**src/rtl/xor_descrambler32_pkg.sv**
```systemverilog
// Shared definitions for xor_descrambler32: keystream LFSR taps and reset seed,
// FSM state encoding, and the LFSR advance and parity helpers.
package xor_descrambler32_pkg;

    // Feedback taps at bits 31, 21, 1 and 0
    localparam logic [31:0] LFSR_TAPS       = 32'h8020_0003;
    localparam logic [31:0] LFSR_RESET_SEED = 32'h0000_0001;

    typedef enum logic [0:0] {
        IDLE = 1'b0,
        RUN  = 1'b1
    } state_t;

    function automatic logic [31:0] lfsr_step(input logic [31:0] s);
        return {s[30:0], ^(s & LFSR_TAPS)};
    endfunction

    // One keystream word consumes 32 single steps
    function automatic logic [31:0] lfsr_advance32(input logic [31:0] s);
        logic [31:0] v;
        v = s;
        for (int i = 0; i < 32; i++) begin
            v = lfsr_step(v);
        end
        return v;
    endfunction

    function automatic logic even_parity(input logic [31:0] d);
        return ^d;
    endfunction

endpackage

```
**src/rtl/xor_descrambler32_xor.sv**
```systemverilog
// 32-bit bitwise XOR cell combining scrambled data with the keystream word.
module xor_descrambler32_xor (
    input  logic [31:0] a,
    input  logic [31:0] b,
    output logic [31:0] y
);

    assign y = a ^ b;

endmodule

```
**src/rtl/xor_descrambler32.sv**
```systemverilog
// Additive (XOR) 32-bit descrambler with seedable keystream LFSR and a
// one-word output register. Optional parity check: XOR_DESCRAMBLER32_PARITY_EN.
module xor_descrambler32
    import xor_descrambler32_pkg::*;
#(
    parameter int CNT_W = 16
) (
    input  logic             clk,
    input  logic             reset,
    input  logic             seed_valid,
    input  logic [31:0]      seed,
    input  logic             in_valid,
    output logic             in_ready,
    input  logic [31:0]      in_data,
`ifdef XOR_DESCRAMBLER32_PARITY_EN
    input  logic             in_par,
    output logic             par_err,
`endif
    output logic             out_valid,
    input  logic             out_ready,
    output logic [31:0]      out_data,
    output logic [CNT_W-1:0] word_cnt,
    output logic             busy
);

    state_t             state_r;
    logic [31:0]        lfsr_r;
    logic               out_valid_r;
    logic [31:0]        out_data_r;
    logic [CNT_W-1:0]   word_cnt_r;
    logic               in_ready_s;
    logic               accept_s;
    logic [31:0]        plain_s;
    logic [31:0]        seed_load_s;

    xor_descrambler32_xor u_xor (
        .a (in_data),
        .b (lfsr_r),
        .y (plain_s)
    );

    // Input handshake: reseed cycles and a stalled output register block input
    always_comb begin
        in_ready_s = 1'b0;
        if (state_r == RUN) begin
            in_ready_s = !seed_valid && (!out_valid_r || out_ready);
        end else begin
            in_ready_s = 1'b0;
        end
    end

    assign accept_s    = in_valid && in_ready_s;
    assign seed_load_s = (seed == 32'h0000_0000) ? LFSR_RESET_SEED : seed;

    // FSM, keystream, word counter and output register
    always_ff @(posedge clk) begin
        if (reset) begin
            state_r     <= IDLE;
            lfsr_r      <= LFSR_RESET_SEED;
            out_valid_r <= 1'b0;
            out_data_r  <= 32'h0000_0000;
            word_cnt_r  <= '0;
        end else begin
            case (state_r)
                IDLE:    if (seed_valid) state_r <= RUN;
                RUN:     state_r <= RUN;
                default: state_r <= IDLE;
            endcase

            if (seed_valid) begin
                lfsr_r     <= seed_load_s;
                word_cnt_r <= '0;
            end else if (accept_s) begin
                lfsr_r     <= lfsr_advance32(lfsr_r);
                word_cnt_r <= word_cnt_r + CNT_W'(1);
            end

            if (accept_s) begin
                out_valid_r <= 1'b1;
                out_data_r  <= plain_s;
            end else if (out_ready) begin
                out_valid_r <= 1'b0;
            end
        end
    end

`ifdef XOR_DESCRAMBLER32_PARITY_EN
    logic par_err_r;

    // Sticky parity error, cleared on reset or any seed load
    always_ff @(posedge clk) begin
        if (reset) begin
            par_err_r <= 1'b0;
        end else if (seed_valid) begin
            par_err_r <= 1'b0;
        end else if (accept_s) begin
            par_err_r <= par_err_r | (even_parity(in_data) ^ in_par);
        end
    end

    assign par_err = par_err_r;
`endif

    assign in_ready  = in_ready_s;
    assign out_valid = out_valid_r;
    assign out_data  = out_data_r;
    assign word_cnt  = word_cnt_r;
    assign busy      = (state_r == RUN);

endmodule

```
**config.mk**
```make
export PLATFORM = sky130hd
export DESIGN_NAME = xor_descrambler32
export DESIGN_NICKNAME = d
export VERILOG_FILES = /design/src/rtl/xor_descrambler32_pkg.sv /design/src/rtl/xor_descrambler32_xor.sv /design/src/rtl/xor_descrambler32.sv
export SDC_FILE = /design/constraint.sdc
export NUM_CORES = 1
export LEC_CHECK = 0
export ABC_CLOCK_PERIOD_IN_PS = 3250
export BUFFER_PORTS_ARGS = -buffer_cell sky130_fd_sc_hd__buf_4
export CAP_MARGIN = 15
export CORE_UTILIZATION = 49
export CTS_CLUSTER_DIAMETER = 30
export CTS_CLUSTER_SIZE = 28
export DETAILED_ROUTE_END_ITERATION = 12
export PLACE_DENSITY = 0.77
export SYNTH_ARGS = -nofsm -noshare
export SYNTH_HDL_FRONTEND = slang
export SYNTH_HIERARCHICAL = 1
export SYNTH_SLANG_ARGS = --single-unit
```
**constraint.sdc**
```tcl
create_clock -name clk -period 3.25 [get_ports clk]
set_input_delay 0.65 -clock clk [delete_from_list [all_inputs] [get_ports clk]]
set_output_delay 0.65 -clock clk [all_outputs]
set_load 0.01 [all_outputs]
```
==> impl_results.rst <==
.. list-table::
   :header-rows: 1

   * - Metric
     - Value
   * - Result of the run
     - completed
   * - CP arrival
     - approximately 3.4 ns
   * - Non-filler cells, final
     - 829
   * - H-tree levels
     - 3
   * - Hold-fix buffers at CTS
     - 0
   * - Dominant delay contributor by cell family on the critical path
     - XOR/XNOR gates
   * - Number of top-level pins
     - 120
   * - Worst max-slew margin expressed relative to the limit
     - between 50% and 60%
   * - Top-area cell type share of the netlist area
     - around a third
   * - Number of clock buffers inserted by TritonCTS
     - 9
   * - DRT Pass-1 Iters
     - 5
   * - Clock transition time at the flip-flop clock pins of the worst setup and hold paths
     - 0.09 ns
   * - Final count of negative-setup-slack endpoints
     - 0
   * - Post-route cell area
     - approximately 6200 um^2
   * - Synthesis-to-finish area growth
     - 29.89%
   * - Critical Path Source Type
     - register
   * - Number of port buffers
     - 119
   * - Dominant combinational cell family by area after synthesis
     - XOR/XNOR gates
   * - Met3 routing resource usage after global routing
     - under 10%
   * - GRT met1 Usage
     - 40.55%
   * - Post-synth cell types
     - 40
   * - Detailed-placement wirelength estimate
     - 11.05 mm
   * - Largest buffer count on any clock path
     - 2
   * - Total number of vias
     - roughly 4.4k
   * - Buf/Inv on CP
     - 0
   * - Count of inserted antenna diode cells
     - 0
   * - CP Cell Sequence
     - xor3_1, xnor2_1, xnor3_2, xnor3_2, xnor3_1, xnor2_1, nor2_1, o32ai_1
   * - Classification of the worst setup path
     - register to register
   * - GR peak layer
     - met2
   * - Synth area leaders
     - sky130_fd_sc_hd__dfxtp_1 35%, sky130_fd_sc_hd__xnor2_1 13%, sky130_fd_sc_hd__xor2_1 11%, sky130_fd_sc_hd__nand2_1 8.0%, sky130_fd_sc_hd__a21oi_1 5.5%
   * - Sum of negative setup slack
     - 0 ns
   * - Post-synth ARST share
     - 0%
   * - Max-cap violations
     - 0
   * - Most frequent cell after synthesis
     - sky130_fd_sc_hd__nand2_1
   * - Overflow after GRT
     - 0
   * - Synth Cell Area
     - around 4800 um^2
   * - Number of max-slew violations in the final report
     - 0
   * - Remaining antenna violation count
     - 0
   * - Most used flip-flop cell after synthesis
     - sky130_fd_sc_hd__dfxtp_1
   * - Compound-Gate Fraction of Synth Area
     - 12.68%
   * - CTS tree
     - yes
   * - Largest net degree at the start of global routing
     - just under 50
   * - Horizontal extent of the die
     - ~100 um
   * - Wire length after detailed routing
     - approximately 15 mm
   * - Chip height
     - 100.5 um
   * - Multiplexer share of the synthesized area
     - 0.4211%
   * - Share of final-layout standard cells stronger than drive strength 1
     - about a quarter
   * - Largest area contributor in the synthesized netlist
     - sky130_fd_sc_hd__dfxtp_1
   * - GR Util met2
     - 46.10%
   * - Capturing element type of the critical path
     - register
   * - Antenna violations before repair
     - 0
   * - Global-route wire length before repair
     - 22.22 mm
   * - Via-to-Cell Ratio
     - around 5.3
   * - Number of enable flip-flop cells after synthesis
     - 0
   * - Die footprint
     - between 10000 and 15000 um^2
   * - Routability cong.
     - 0.9521
   * - FF+latch count, synth
     - a little over 80
   * - Post-synthesis adder-cell area fraction
     - less than 1%
   * - Master of the slowest instance on the critical path
     - sky130_fd_sc_hd__xnor3_2
   * - Minimum clock period
     - roughly 3.1 ns
   * - Yosys warns
     - 6
   * - Via count of the first global-routing pass
     - around 4.1k
   * - Cells after Synth
     - ~560
   * - Leading cell types by count after synthesis
     - 101 x sky130_fd_sc_hd__nand2_1, 82 x sky130_fd_sc_hd__dfxtp_1, 68 x sky130_fd_sc_hd__xnor2_1
   * - Placement row count
     - 35
   * - Final hold vios
     - 0
   * - DR DRC count
     - 0
   * - Root Buffer
     - sky130_fd_sc_hd__clkbuf_8
   * - Cell Area, Placed
     - 5959 um^2
   * - Number of clock sinks seen by CTS
     - ~80
   * - Critical path required time
     - roughly 3.5 ns
   * - Initial core utilization
     - around half
   * - Clock insertion delay at the later pin of the skew report
     - ~0.36 ns
   * - Core area
     - approximately 9300 um^2
   * - Xor-xnor portion of the synthesized cell area
     - 32.37%
   * - Routed WL per cell
     - between 15 and 20 um
   * - Post-synthesis area per instance
     - about 8.5 um^2
   * - Path class of the lowest-slack min-delay path
     - register to register
   * - Starting DRT DRC Count
     - roughly 300
   * - Global-route usage over all layers
     - between 20% and 30%
   * - Post-route clock skew
     - 0.01622 ns
   * - Top fanout value on the critical path
     - 4
   * - Post-synth net total
     - 629
   * - Final Net Count
     - 765
   * - Share of the yosys chip area belonging to registers
     - 34.53%
   * - Transition time of the tightest slew-check pin
     - approximately 0.63 ns
   * - Final critical-path share of the clock period
     - 96.21%
   * - Simple-gate portion of the synthesized area
     - 17.21%
   * - Largest stage delay on the critical path
     - ~0.52 ns
   * - Placed insts
     - between 800 and 900
   * - Maximum achievable frequency
     - between 300 and 400 MHz
## cell usage in the layout (no fill, tap or decap), types with 7 or more instances in the layout
| cell | count |
|---|---|
| sky130_fd_sc_hd__o21ai_0 | 16 |
| sky130_fd_sc_hd__nor4_1 | 8 |
| sky130_fd_sc_hd__a211oi_1 | 13 |
| sky130_fd_sc_hd__nand2_1 | 101 |
| sky130_fd_sc_hd__xnor2_1 | 66 |
| sky130_fd_sc_hd__xnor3_1 | 8 |
| sky130_fd_sc_hd__nor2_1 | 54 |
| sky130_fd_sc_hd__dfxtp_1 | 81 |
| sky130_fd_sc_hd__xor2_1 | 59 |
| sky130_fd_sc_hd__clkbuf_8 | 9 |
| sky130_fd_sc_hd__nand4_1 | 7 |
| sky130_fd_sc_hd__a21oi_1 | 52 |
| sky130_fd_sc_hd__buf_4 | 152 |
## metrics by stage
stage / util (%) / hold slack, ns / setup WS [ns]
after floorplan: - / 0.4805 / 0.1973
after global placement: 63.89 / 0.4419 / 0.1308
after detailed placement: 63.89 / 0.4492 / 0.01263
after CTS: 65.78 / 0.4611 / 0.008619
after global routing: 66.21 / 0.4828 / -0.001241
final: 66.21 / 0.4602 / 0.1233
## layout make-up
| cell class | count | area [um^2] |
|---|---|---|
| repair buffers | 153 | 1161 |
| inverters | 4 | 15.01 |
| fillers | 849 | 3152 |
| flip-flops and latches | 82 | 1643 |
| clock inverters | 6 | 48.80 |
| clock buffers | 10 | 127.6 |
| multi-input cells | 445 | 3019 |
| well taps | 129 | 161.4 |
## layer usage
layer	up-vias	part of all wire, %
li1	2148	-
met1	2090	44
met2	171	47
met3	26	6.7
met4	0	2.6
met5	-	0
## worst min-delay path, stage by stage (launching register included)
cell	delay (ns)
sky130_fd_sc_hd__dfxtp_1	0.32
sky130_fd_sc_hd__nand2_1	0.05
sky130_fd_sc_hd__a21oi_1	0.05
## sequential cells by signal, summed over array words and instances (netlist names)
register   cells
lfsr_r        32
out_data      32
word_cnt      16
busy           1
out_valid      1
## logic make-up (layout without fill, tap and decap cells)
kind of cell | Yosys count | in the layout
compound gates | 101 | 101
xor+xnor | 146 | 146
fa+ha+maj | 1 | 1
buf+inv | 32 | 173
flops | 82 | 82
mux | 2 | 2
simple gates | 195 | 195
## final timing paths
kind,from,to,cells past startpoint,slack (ns)
setup reg to reg,lfsr_r[0]$_SDFFE_PP1P_,lfsr_r[3]$_SDFFE_PP0P_,8,0.12
hold reg to reg,out_data[2]$_SDFFE_PP0P_,out_data[2]$_SDFFE_PP0P_,2,0.46
setup / recovery,lfsr_r[0]$_SDFFE_PP1P_,lfsr_r[3]$_SDFFE_PP0P_,8,0.12
hold / removal,out_data[2]$_SDFFE_PP0P_,out_data[2]$_SDFFE_PP0P_,2,0.46
## timing repair
action / 4_1_cts / 5_1_grt
pin swaps: 1 / 2
setup endpoints to repair: 1 / 11
buffers inserted: 0 / 2
gates resized for setup: 0 / 5
Power is left out: the tool's default activity adds up to more than one toggle a clock period on the data nets, which glitch-free logic cannot reach.
